**config.mk**
```make
export PLATFORM = sky130hd
export DESIGN_NAME = wts_channel_scheduler
export DESIGN_NICKNAME = d
export VERILOG_FILES = /design/src/rtl/wts_channel_scheduler_pkg.sv /design/src/rtl/wts_key_event_latch.sv /design/src/rtl/wts_channel_scheduler.sv
export SDC_FILE = /design/constraint.sdc
export NUM_CORES = 1
export LEC_CHECK = 0
export CAP_MARGIN = 20
export CORE_UTILIZATION = 46
export DETAILED_ROUTE_END_ITERATION = 8
export PLACE_DENSITY = 0.79
export SKIP_LAST_GASP = 1
export SLEW_MARGIN = 20
export SYNTH_ARGS = -nofsm -noshare
export SYNTH_HDL_FRONTEND = slang
export SYNTH_SLANG_ARGS = --single-unit
```
**constraint.sdc**
```tcl
create_clock -name clk -period 2 [get_ports clk]
set_input_delay 0.2 -clock clk [delete_from_list [all_inputs] [get_ports clk]]
set_output_delay 0.2 -clock clk [all_outputs]
set_load 0.01 [all_outputs]
```
**src/rtl/wts_channel_scheduler_pkg.sv**
```systemverilog
// Shared definitions for the WTS envelope scheduler: channel count, no-op slot code,
// pending key-kind encoding and the per-channel request priority helpers.
package wts_channel_scheduler_pkg;

  localparam int unsigned WTS_NUM_CH   = 5;
  localparam logic [2:0]  WTS_SLOT_NOP = 3'd5;

  typedef enum logic [1:0] {
    WTS_KEY_NONE    = 2'd0,
    WTS_KEY_ON      = 2'd1,
    WTS_KEY_RELEASE = 2'd2,
    WTS_KEY_OFF     = 2'd3
  } key_kind_t;

  // Simultaneous requests resolve off > on > release; the rest are dropped.
  function automatic key_kind_t resolve_key_req(input logic on_req, input logic release_req,
                                                input logic off_req);
    key_kind_t kind;
    kind = WTS_KEY_NONE;
    if (off_req) begin
      kind = WTS_KEY_OFF;
    end else if (on_req) begin
      kind = WTS_KEY_ON;
    end else if (release_req) begin
      kind = WTS_KEY_RELEASE;
    end
    return kind;
  endfunction

  // One-hot pending vector: bit0 = on, bit1 = release, bit2 = off.
  function automatic logic [2:0] key_onehot(input key_kind_t kind);
    logic [2:0] oh;
    oh = 3'b000;
    unique case (kind)
      WTS_KEY_ON:      oh = 3'b001;
      WTS_KEY_RELEASE: oh = 3'b010;
      WTS_KEY_OFF:     oh = 3'b100;
      default:         oh = 3'b000;
    endcase
    return oh;
  endfunction

endpackage

```
**src/rtl/wts_key_event_latch.sv**
```systemverilog
// One channel's key-event latch: priority resolve, one-hot pending register and clear on
// service. A request in the service cycle wins over the clear.
module wts_key_event_latch
  import wts_channel_scheduler_pkg::*;
(
  input  logic clk,
  input  logic nreset,
  input  logic on_req,
  input  logic release_req,
  input  logic off_req,
  input  logic service,
  output logic key_on,
  output logic key_release,
  output logic key_off
);

  logic [2:0] pending_q, pending_d;
  key_kind_t  req_kind;

  always_comb begin
    req_kind  = resolve_key_req(on_req, release_req, off_req);
    pending_d = pending_q;
    if (service) begin
      pending_d = 3'b000;
    end
    if (req_kind != WTS_KEY_NONE) begin
      pending_d = key_onehot(req_kind);
    end
  end

  always_ff @(posedge clk or negedge nreset) begin
    if (!nreset) begin
      pending_q <= 3'b000;
    end else begin
      pending_q <= pending_d;
    end
  end

  assign key_on      = pending_q[0];
  assign key_release = pending_q[1];
  assign key_off     = pending_q[2];

endmodule

```
**src/rtl/wts_channel_scheduler.sv**
```systemverilog
// Time-slot scheduler and key-event latches for the 5-channel ADSR envelope generator.
// Optional freeze input is enabled by defining WTS_SCHEDULER_FREEZE_EN.
module wts_channel_scheduler
  import wts_channel_scheduler_pkg::*;
#(
  parameter int unsigned IDLE_SLOTS = 1
) (
  input  logic       clk,
  input  logic       nreset,
`ifdef WTS_SCHEDULER_FREEZE_EN
  input  logic       freeze,
`endif
  input  logic [4:0] key_on_req,
  input  logic [4:0] key_release_req,
  input  logic [4:0] key_off_req,
  output logic [2:0] active,
  output logic       frame_start,
  output logic [4:0] ch_key_on,
  output logic [4:0] ch_key_release,
  output logic [4:0] ch_key_off
);

  localparam logic [3:0] IdleLast = 4'(IDLE_SLOTS - 1);

  logic [2:0] active_q, active_d;
  logic       frame_start_q, frame_start_d;
  logic [3:0] idle_cnt_q, idle_cnt_d;
  logic [2:0] step_slot;
  logic [3:0] step_idle;
  logic       service_en;

  // Free-running successor of the current slot.
  always_comb begin
    step_slot = active_q;
    step_idle = idle_cnt_q;
    if (active_q < 3'd4) begin
      step_slot = active_q + 3'd1;
    end else if (active_q == 3'd4) begin
      step_slot = WTS_SLOT_NOP;
      step_idle = 4'd0;
    end else if (active_q != WTS_SLOT_NOP || idle_cnt_q == IdleLast) begin
      step_slot = 3'd0;
    end else begin
      step_idle = idle_cnt_q + 4'd1;
    end
  end

`ifdef WTS_SCHEDULER_FREEZE_EN
  logic       frozen_q;
  logic [2:0] held_q, held_d;

  // On freeze entry the successor slot and its idle count are captured; while frozen
  // active is forced to no-op and the captured position is released on freeze falling.
  always_comb begin
    active_d   = step_slot;
    idle_cnt_d = step_idle;
    held_d     = held_q;
    service_en = ~freeze;
    if (freeze) begin
      active_d = WTS_SLOT_NOP;
      if (!frozen_q) begin
        held_d = step_slot;
      end else begin
        idle_cnt_d = idle_cnt_q;
      end
    end else if (frozen_q) begin
      active_d   = held_q;
      idle_cnt_d = idle_cnt_q;
    end
  end

  always_ff @(posedge clk or negedge nreset) begin
    if (!nreset) begin
      frozen_q <= 1'b0;
      held_q   <= 3'd0;
    end else begin
      frozen_q <= freeze;
      held_q   <= held_d;
    end
  end
`else
  always_comb begin
    active_d   = step_slot;
    idle_cnt_d = step_idle;
    service_en = 1'b1;
  end
`endif

  assign frame_start_d = (active_d == 3'd0);

  always_ff @(posedge clk or negedge nreset) begin
    if (!nreset) begin
      active_q      <= WTS_SLOT_NOP;
      frame_start_q <= 1'b0;
      idle_cnt_q    <= IdleLast;
    end else begin
      active_q      <= active_d;
      frame_start_q <= frame_start_d;
      idle_cnt_q    <= idle_cnt_d;
    end
  end

  assign active      = active_q;
  assign frame_start = frame_start_q;

  for (genvar n = 0; n < WTS_NUM_CH; n++) begin : g_ch
    wts_key_event_latch u_latch (
      .clk         (clk),
      .nreset      (nreset),
      .on_req      (key_on_req[n]),
      .release_req (key_release_req[n]),
      .off_req     (key_off_req[n]),
      .service     (service_en & (active_q == 3'(n))),
      .key_on      (ch_key_on[n]),
      .key_release (ch_key_release[n]),
      .key_off     (ch_key_off[n])
    );
  end

endmodule

```
=== After elaboration in Yosys (flattened, before gate mapping) ===
Index checks and enable logic that the tools add are counted.

* Register bits: 23
* Output and inout bits: 19
* Word-level logic and storage cells: 83

* Add/sub/neg operators: 2
* Order comparisons: 1
* Eq/ne operators: 21
* Multiplexer cells: 35
* Bitwise operators: 1
* Reductions and logical operators: 15

{| class="wikitable"
|+ Operator list
! operator !! number
|-
| 3-bit one-hot mux with 3 select lines || 5
|-
| 3-bit two-way mux || 13
|-
| 2-bit two-way mux || 15
|-
| 2-bit equality test, second input constant || 10
|-
| 2-bit nonzero test || 10
|-
| 2-bit by 1-bit equality test with 1-bit output, second input constant || 5
|-
| 4-bit two-way mux || 2
|-
| 3-bit by 2-bit equality test with 1-bit output, second input constant || 2
|-
| 3-bit zero test || 2
|-
| 4-bit by 1-bit adder with 4-bit output, second input constant || 1
|-
| 4-bit zero test || 1
|-
| 3-bit by 1-bit adder with 3-bit output, second input constant || 1
|-
| 3-bit by 1-bit equality test with 1-bit output, second input constant || 1
|-
| 3-bit equality test, second input constant || 1
|-
| 3-bit less-than comparator, second input constant || 1
|-
| 3-bit inequality test, second input constant || 1
|-
| 2-bit by 1-bit inequality test with 1-bit output, second input constant || 1
|-
| 2-bit AND reduction || 1
|-
| 1-bit logical OR || 1
|-
| 1-bit NOT || 1
|}

=== Depth between registers and ports, before layout ===
Gate-level depths: netlist of the first run.

* Word-level depth: 6
* Mapped depth: 5
* Gate-level depth less buffers: 5

=== Hierarchy ===
Synthesis of the first run repeated with hierarchy kept, for this count alone.

* Cells, all modules: 109
* Area total of the unflattened synthesis: 1108.6 um^2

{| class="wikitable"
|+ By module, submodules not included
! module !! instances !! cells each !! area an instance (um^2)
|-
| wts_key_event_latch || 5 || 11 || 122.6
|-
| wts_channel_scheduler || 1 || 54 || 495.5
|}

=== Worst setup path after synthesis of the first run ===
No wires, ideal clock.

* Path kind: flip-flop to flip-flop
* Start: register active_q[0] (netlist: active[0])
* End: register frame_start_q (netlist: frame_start)
* Setup time: 0.078 ns
* Arrival: 1.529 ns
* Path slack: 0.394 ns
* Stages on the path, launching flop included: 5
* Path through: dfstp_2 -> inv_1 -> ha_1 -> or4_1 -> a21oi_1

* Longest elaborated chain between the ends: 6
* Elaborated cells between the ends (all ways): 9
* Those cells by class: add/sub (1); order compare (1); eq/ne (2); mux (3); reduce/logical (2)

{| class="wikitable"
|+ RTL lines
! element !! RTL line !! text
|-
| start, declared || wts_channel_scheduler.sv:25 || <nowiki>logic [2:0] active_q, active_d;</nowiki>
|-
| start signal, assigned || wts_channel_scheduler.sv:97 || <nowiki>active_q <= active_d;</nowiki>
|-
| 3-bit inequality test || wts_channel_scheduler.sv:41 || <nowiki>end else if (active_q != WTS_SLOT_NOP || idle_cnt_q == IdleLast) begin</nowiki>
|-
| 1-bit logical OR || wts_channel_scheduler.sv:41 ||
|-
| 3-bit two-way mux || wts_channel_scheduler.sv:41 ||
|-
| 3-bit two-way mux || wts_channel_scheduler.sv:38 || <nowiki>end else if (active_q == 3'd4) begin</nowiki>
|-
| 3-bit two-way mux * || wts_channel_scheduler.sv:36 || <nowiki>if (active_q < 3'd4) begin</nowiki>
|-
| 3-bit zero test * || wts_channel_scheduler.sv:89 || <nowiki>assign frame_start_d = (active_d == 3'd0);</nowiki>
|-
| net frame_start_d || wts_channel_scheduler.sv:26 || <nowiki>logic frame_start_q, frame_start_d;</nowiki>
|-
| end signal, assigned || wts_channel_scheduler.sv:98 || <nowiki>frame_start_q <= frame_start_d;</nowiki>
|-
| end, declared || wts_channel_scheduler.sv:26 ||
|}

The timed path passes the listed nets; every way through them passes the cells marked *.
A chain may end at the register's enable or synchronous reset.

=== Final worst setup path of the first run ===
* Start: register active_q[2] (netlist: active[2])
* End: output port active[2]

{| class="wikitable"
|+ RTL lines
! element !! RTL line !! text
|-
| end, declared || wts_channel_scheduler.sv:16 || <nowiki>output logic [2:0] active,</nowiki>
|}

No word-level cell between the ends.

==> impl_metrics.py, run 1 <==
metrics = {
    "synth": {
        "ys_seq_area_share_pct": 49.4,
        "synthTopCellsByArea": "dfrtp_1 45%, buf_4 9.6%, ha_1 6.4%",
        "yosysTopAreaCell": "dfrtp_1",
        "syn-mean-instance-area_um2": 10.2,
        "syn_area_um2": 1170,
        "yosys_warnings": 0,
        "synthCells": 115,
        "ys_ff_latch": 23,
        "synth_cell_types": 28,
        "syn-num-nets": 138,
        "synth_top_cell_area_share_pct": 44.9,
    },
    "setup_path": {
        "crit_slowest_cell": "dfstp_2",
        "path_max_fanout": 13,
        "cp-end-kind": "primary output",
        "arrival_ps": 1530,
        "reg2reg_depth": 4,
        "path_cells": "clkdlybuf4s50_1",
        "path_buf_inv": 1,
        "path_delay_family": "flip-flops",
        "worst_r2r_startpoint": "active[0]",
        "r2r_slack_ps": 350,
        "cp_data_required_time_ps": 1800,
        "worst-setup-path-type": "reg -> out",
        "start_kind": "register",
        "r2r-end": "frame_start",
        "critPathMaxStageDelay_ps": 650,
    },
    "routing": {
        "num_vias": 888,
        "topRoutingLayerUsed": "met4",
        "avgRoutedWirePerCell_um": 13.1,
        "dr_wl_met2_um": 1190,
        "vias_per_cell": 5.32,
        "dr.pass1.iters": 4,
        "dr_wl_met3_um": 79,
        "drtIter0Drc": 17,
        "wl_met1_um": 893,
        "drt.antenna.violating_nets": 0,
        "routed_wl_um": 2190,
        "drcViolationCount": 0,
    },
    "timing": {
        "tightest_slew_ps": 405,
        "min_period_ps": 1730,
        "max_freq_mhz": 577,
        "hold_ws_ps": 222,
        "max_slew_margin_pct": 72.9,
        "fin_crit_sh_pct": 86.7,
        "hold_violations": 0,
        "finalSetupTns_ps": 0,
        "setup_viol": 0,
        "maxSlewViolCount": 0,
        "worst_clock_skew_ps": 3.80,
        "rsz0062_at_grt": "false",
    },
    "outcome": {
        "status": "finished, final reports clean",
    },
    "power": {
        "p_leak_nw": 0.670,
        "peakVddDrop_uv": 416,
        "powerDensity_nw_per_um2": 556,
    },
    "finish": {
        "num_antenna_cells": 0,
        "layout_common_cells": "35 x clkdlybuf4s50_1, 21 x dfrtp_1, 14 x inv_1, 9 x a21oi_1",
        "drive_gt1_share_pct": 5.76,
        "final_common_cell": "clkdlybuf4s50_1",
        "syn2layout_area_growth_pct": 25.2,
        "fin_nets": 163,
        "utilization_pct": 63.8,
    },
    "clock_network": {
        "insertion_delay_ps": 310,
        "hold_buffers": 0,
        "cts_root_buf": "clkbuf_4",
        "clock-sinks": 23,
        "clk_path_buf_depth": 2,
        "htree_num_levels": 1,
        "post_cts_resize_count": 0,
        "cts_tree": "yes",
        "postCtsSetupBuffers": 0,
        "cts.clk_slew.worst_paths_ps": 120,
        "cts_buffers": 3,
    },
    "flow_run": {
        "max_cap_viol_count": 0,
    },
    "global_routing": {
        "grt_pass1_vias": 911,
        "overflow": 0,
        "grt_usage_pct": 19.7,
        "grt_pass1_wl_um": 3930,
        "grt_max_degree": 24,
        "antenna_found_initial": 0,
    },
    "floorplanning": {
        "core_area_um2": 2300,
        "die_area_um2": 2750,
        "start_util_pct": 50.9,
        "pin_count": 36,
        "rows": 17,
        "fp.dieW_um": 52.4,
        "die_h_um": 52.4,
    },
    "placement": {
        "hpwl_um": 1780,
        "io_buffer_count": 35,
        "gp_congestion": 0.746,
    },
    "worst_hold_path": {
        "min_path_type": "in -> async",
    },
}
-- per-stage QoR --
step	total power (W)	std cells	cell area [um^2]	setup slack, ps
floorplan	0.000552	115	1170	394
global placement	0.000612	163	1440	400
detailed placement	0.000617	163	1440	328
CTS	0.000826	167	1470	249
global route	0.000860	167	1470	191
finish	0.000815	167	1470	266
-- state kept, by name (all words and copies together) (netlist names) --
signal and flops:
active 3, frame_start 1, g_ch.u_latch.pending_q 15, idle_cnt_q 4
-- worst max path at each step --
stage	start	cells past startpoint	slack (ps)	to
floorplan	active[0]	4	390	frame_start
global placement	active[0]	4	400	frame_start
detailed placement	active[0]	4	330	idle_cnt_q[3]
CTS	active[2]	1	250	active[2]
global route	active[2]	1	190	active[2]
finish	active[2]	1	270	active[2]
-- power by group --
part | leakage [nW] | internal [W] | switching, W
registers | 0.292 | 0.000482 | 0.00000882
logic | 0.363 | 0.0000695 | 0.0000462
clock network | 0.0150 | 0.0000780 | 0.000131
total | 0.670 | 0.000629 | 0.000186
-- synthesized netlist by cell type, drive strengths merged --
| cell | number |
|---|---|
| dfrtp | 21 |
| buf | 16 |
| inv | 14 |
| a21oi | 9 |
| ha | 6 |
| nand2 | 6 |
| nor2 | 6 |
| nor3 | 5 |
| a31oi | 4 |
| a41o | 4 |
| nand2b | 4 |
| o21ai | 3 |
| dfstp | 2 |
| o41ai | 2 |
| a21boi | 1 |
| a21o | 1 |
| a31o | 1 |
| mux2i | 1 |
| nand3 | 1 |
| nand3b | 1 |
| nand4 | 1 |
| nor3b | 1 |
| o211ai | 1 |
| o311ai | 1 |
| or2b | 1 |
| or3 | 1 |
| or4 | 1 |
-- logic make-up (layout without fill, tap and decap cells) --
group                      count (synthesis)  after routing  share of synthesized area [%]
muxes                                      1              1                          0.856
and+or+nand+nor                           28             28                           12.6
buffers and inverters                     30             54                           15.1
adders and majority gates                  6              6                           6.42
DFF                                       23             23                           49.4
AOI/OAI and AO/OA                         27             27                           15.6
-- metal layers --
layer / GRT usage (%) / vias to the layer above
li1: - / 433
met1: 21.3 / 435
met2: 36.5 / 15
met3: 6.09 / 5
met4: 5.26 / 0
met5: 0 / -
-- cell type report --
type | count | area [um^2]
sequential | 23 | 578
clock buffer | 4 | 26.3
timing repair buffer | 36 | 358
multi-input combinational | 62 | 415
inverter | 14 | 52.6
fill | 186 | 832
tap | 28 | 35.0
No activity file was read; power rests on OpenSTA's default activity.
==> run 2: changes to the inputs <==
--- a/config.mk
+++ b/config.mk
@@ -6,9 +6,10 @@
 export NUM_CORES = 1
 export LEC_CHECK = 0
 export CAP_MARGIN = 20
-export CORE_UTILIZATION = 46
+export CORE_UTILIZATION = 48
+export CTS_BUF_LIST = sky130_fd_sc_hd__clkbuf_4 sky130_fd_sc_hd__clkbuf_8
 export DETAILED_ROUTE_END_ITERATION = 8
-export PLACE_DENSITY = 0.79
+export PLACE_DENSITY = 0.82
 export SKIP_LAST_GASP = 1
 export SLEW_MARGIN = 20
 export SYNTH_ARGS = -nofsm -noshare
==> impl_metrics.py, run 2 (same netlist as run 1, synthesis figures left out) <==
metrics = {
    "timing": {
        "finalSetupTns_ps": 0,
        "min_period_ps": 1740,
        "hold_ws_ps": 216,
        "fin_crit_sh_pct": 87.0,
        "maxSlewViolCount": 0,
        "setup_viol": 0,
        "tightest_slew_ps": 525,
        "max_freq_mhz": 575,
        "worst_clock_skew_ps": 2.55,
        "max_slew_margin_pct": 64.9,
        "rsz0062_at_grt": "false",
        "hold_violations": 0,
    },
    "power": {
        "p_sw_share_pct": 22.8,
        "powerDensity_nw_per_um2": 567,
        "p_leak_nw": 0.674,
        "power_frac_comb_pct": 13.8,
        "pwr-share-seq_pct": 58.9,
        "clkPwrFrac_pct": 27.3,
        "intPower_w": 0.000643,
        "peakVddDrop_uv": 455,
        "p_switching_w": 0.000190,
    },
    "setup_path": {
        "path_max_fanout": 13,
        "arrival_ps": 1540,
        "path_buf_inv": 1,
        "start_kind": "register",
        "critPathMaxStageDelay_ps": 650,
        "worst-setup-path-type": "reg -> out",
        "cp-end-kind": "primary output",
        "cp_data_required_time_ps": 1800,
        "crit_slowest_cell": "dfstp_2",
        "path_delay_family": "flip-flops",
        "path_cells": "clkdlybuf4s50_1",
    },
    "clock_network": {
        "htree_num_levels": 1,
        "insertion_delay_ps": 310,
        "cts.clk_slew.worst_paths_ps": 120,
        "clock-sinks": 23,
        "cts_root_buf": "clkbuf_4",
        "cts_buffers": 3,
        "cts_tree": "yes",
        "postCtsSetupBuffers": 0,
        "post_cts_resize_count": 0,
        "hold_buffers": 0,
        "clk_path_buf_depth": 2,
    },
    "placement": {
        "gp_congestion": 0.752,
        "placed_cells": 163,
        "io_buffer_count": 35,
        "hpwl_um": 1750,
        "placed_area_um2": 1440,
    },
    "floorplanning": {
        "fp.dieW_um": 51.4,
        "die_area_um2": 2640,
        "start_util_pct": 51.9,
        "core_area_um2": 2250,
        "die_h_um": 51.4,
        "pin_count": 36,
        "rows": 17,
    },
    "routing": {
        "num_vias": 903,
        "drt.antenna.violating_nets": 0,
        "drcViolationCount": 0,
        "avgRoutedWirePerCell_um": 13.1,
        "vias_per_cell": 5.41,
        "dr.pass1.iters": 4,
        "drtIter0Drc": 11,
        "routed_wl_um": 2180,
    },
    "finish": {
        "drive_gt1_share_pct": 6.47,
        "utilization_pct": 65.1,
        "layout_common_cells": "35 x clkdlybuf4s50_1, 21 x dfrtp_1, 14 x inv_1, 9 x a21oi_1",
        "fill_cells": 192,
        "num_antenna_cells": 0,
        "largest_reg_flops": 15,
        "regMostFlops": "g_ch.u_latch.pending_q",
        "instances_no_fill": 167,
        "syn2layout_area_growth_pct": 25.6,
        "fin_nets": 163,
        "final_common_cell": "clkdlybuf4s50_1",
        "stdcell_area_um2": 1470,
    },
    "global_routing": {
        "antenna_found_initial": 0,
        "grt_usage_pct": 19.6,
        "overflow": 0,
        "grt_pass1_vias": 876,
        "grt_pass1_wl_um": 3750,
        "grt_max_degree": 14,
    },
    "outcome": {
        "status": "finished, final reports clean",
    },
    "worst_hold_path": {
        "min_path_type": "in -> async",
    },
    "flow_run": {
        "max_cap_viol_count": 0,
    },
}
==> run 2: metal layers <==
metal | up-vias | global-route usage, % | share of wire, %
met4 | 0 | 11.7 | 2.4
met1 | 447 | 21.9 | 43
met5 | - | 0 | 0
met2 | 19 | 34.6 | 51
li1 | 432 | - | -
met3 | 5 | 3.27 | 3.5
==> run 2: cell type report <==
type / count / area, um^2 / area share [%]
Sequential cell: 23 / 578 / 39.4
Multi-Input combinational cell: 62 / 415 / 28.3
Timing Repair Buffer: 36 / 358 / 24.4
Inverter: 14 / 52.6 / 3.58
Tap cell: 28 / 35.0 / 2.39
Clock buffer: 4 / 30.0 / 2.04
==> run 2: through the flow <==
| step | power [W] | setup WS, ps |
|---|---|---|
| 2_1_floorplan | 0.000552 | 394 |
| 4_1_cts | 0.000839 | 249 |
| 6_report | 0.000833 | 260 |
| 3_5_place_dp | 0.000615 | 300 |
| 3_3_place_gp | 0.000612 | 397 |
| 5_1_grt | 0.000881 | 203 |
==> run 2: path summary, 6_finish.rpt <==
| check | from | end | slack, ps | depth (start not counted) |
|---|---|---|---|---|
| worst min-delay path | nreset | g_ch[1].u_latch.pending_q[1] | 220 | 1 |
| worst max register to register | active[0] | idle_cnt_q[3] | 340 | 4 |
| max in group asynchronous | nreset | g_ch[0].u_latch.pending_q[2] | 1230 | 2 |
| worst min register to register | g_ch[4].u_latch.pending_q[2] | g_ch[4].u_latch.pending_q[2] | 530 | 1 |
| min in group clk | key_on_req[4] | g_ch[4].u_latch.pending_q[1] | 470 | 2 |
| worst max-delay path | active[2] | active[2] | 260 | 1 |
==> run 2: power by group through the flow <==
stage / Sequential [W] / Combinational, W / Clock [W]
after floorplan: 0.000498 / 0.0000549 / 0
after global placement: 0.000499 / 0.000113 / 0
after detailed placement: 0.000499 / 0.000116 / 0
after CTS: 0.000490 / 0.000117 / 0.000232
after global routing: 0.000493 / 0.000127 / 0.000262
final: 0.000490 / 0.000115 / 0.000227
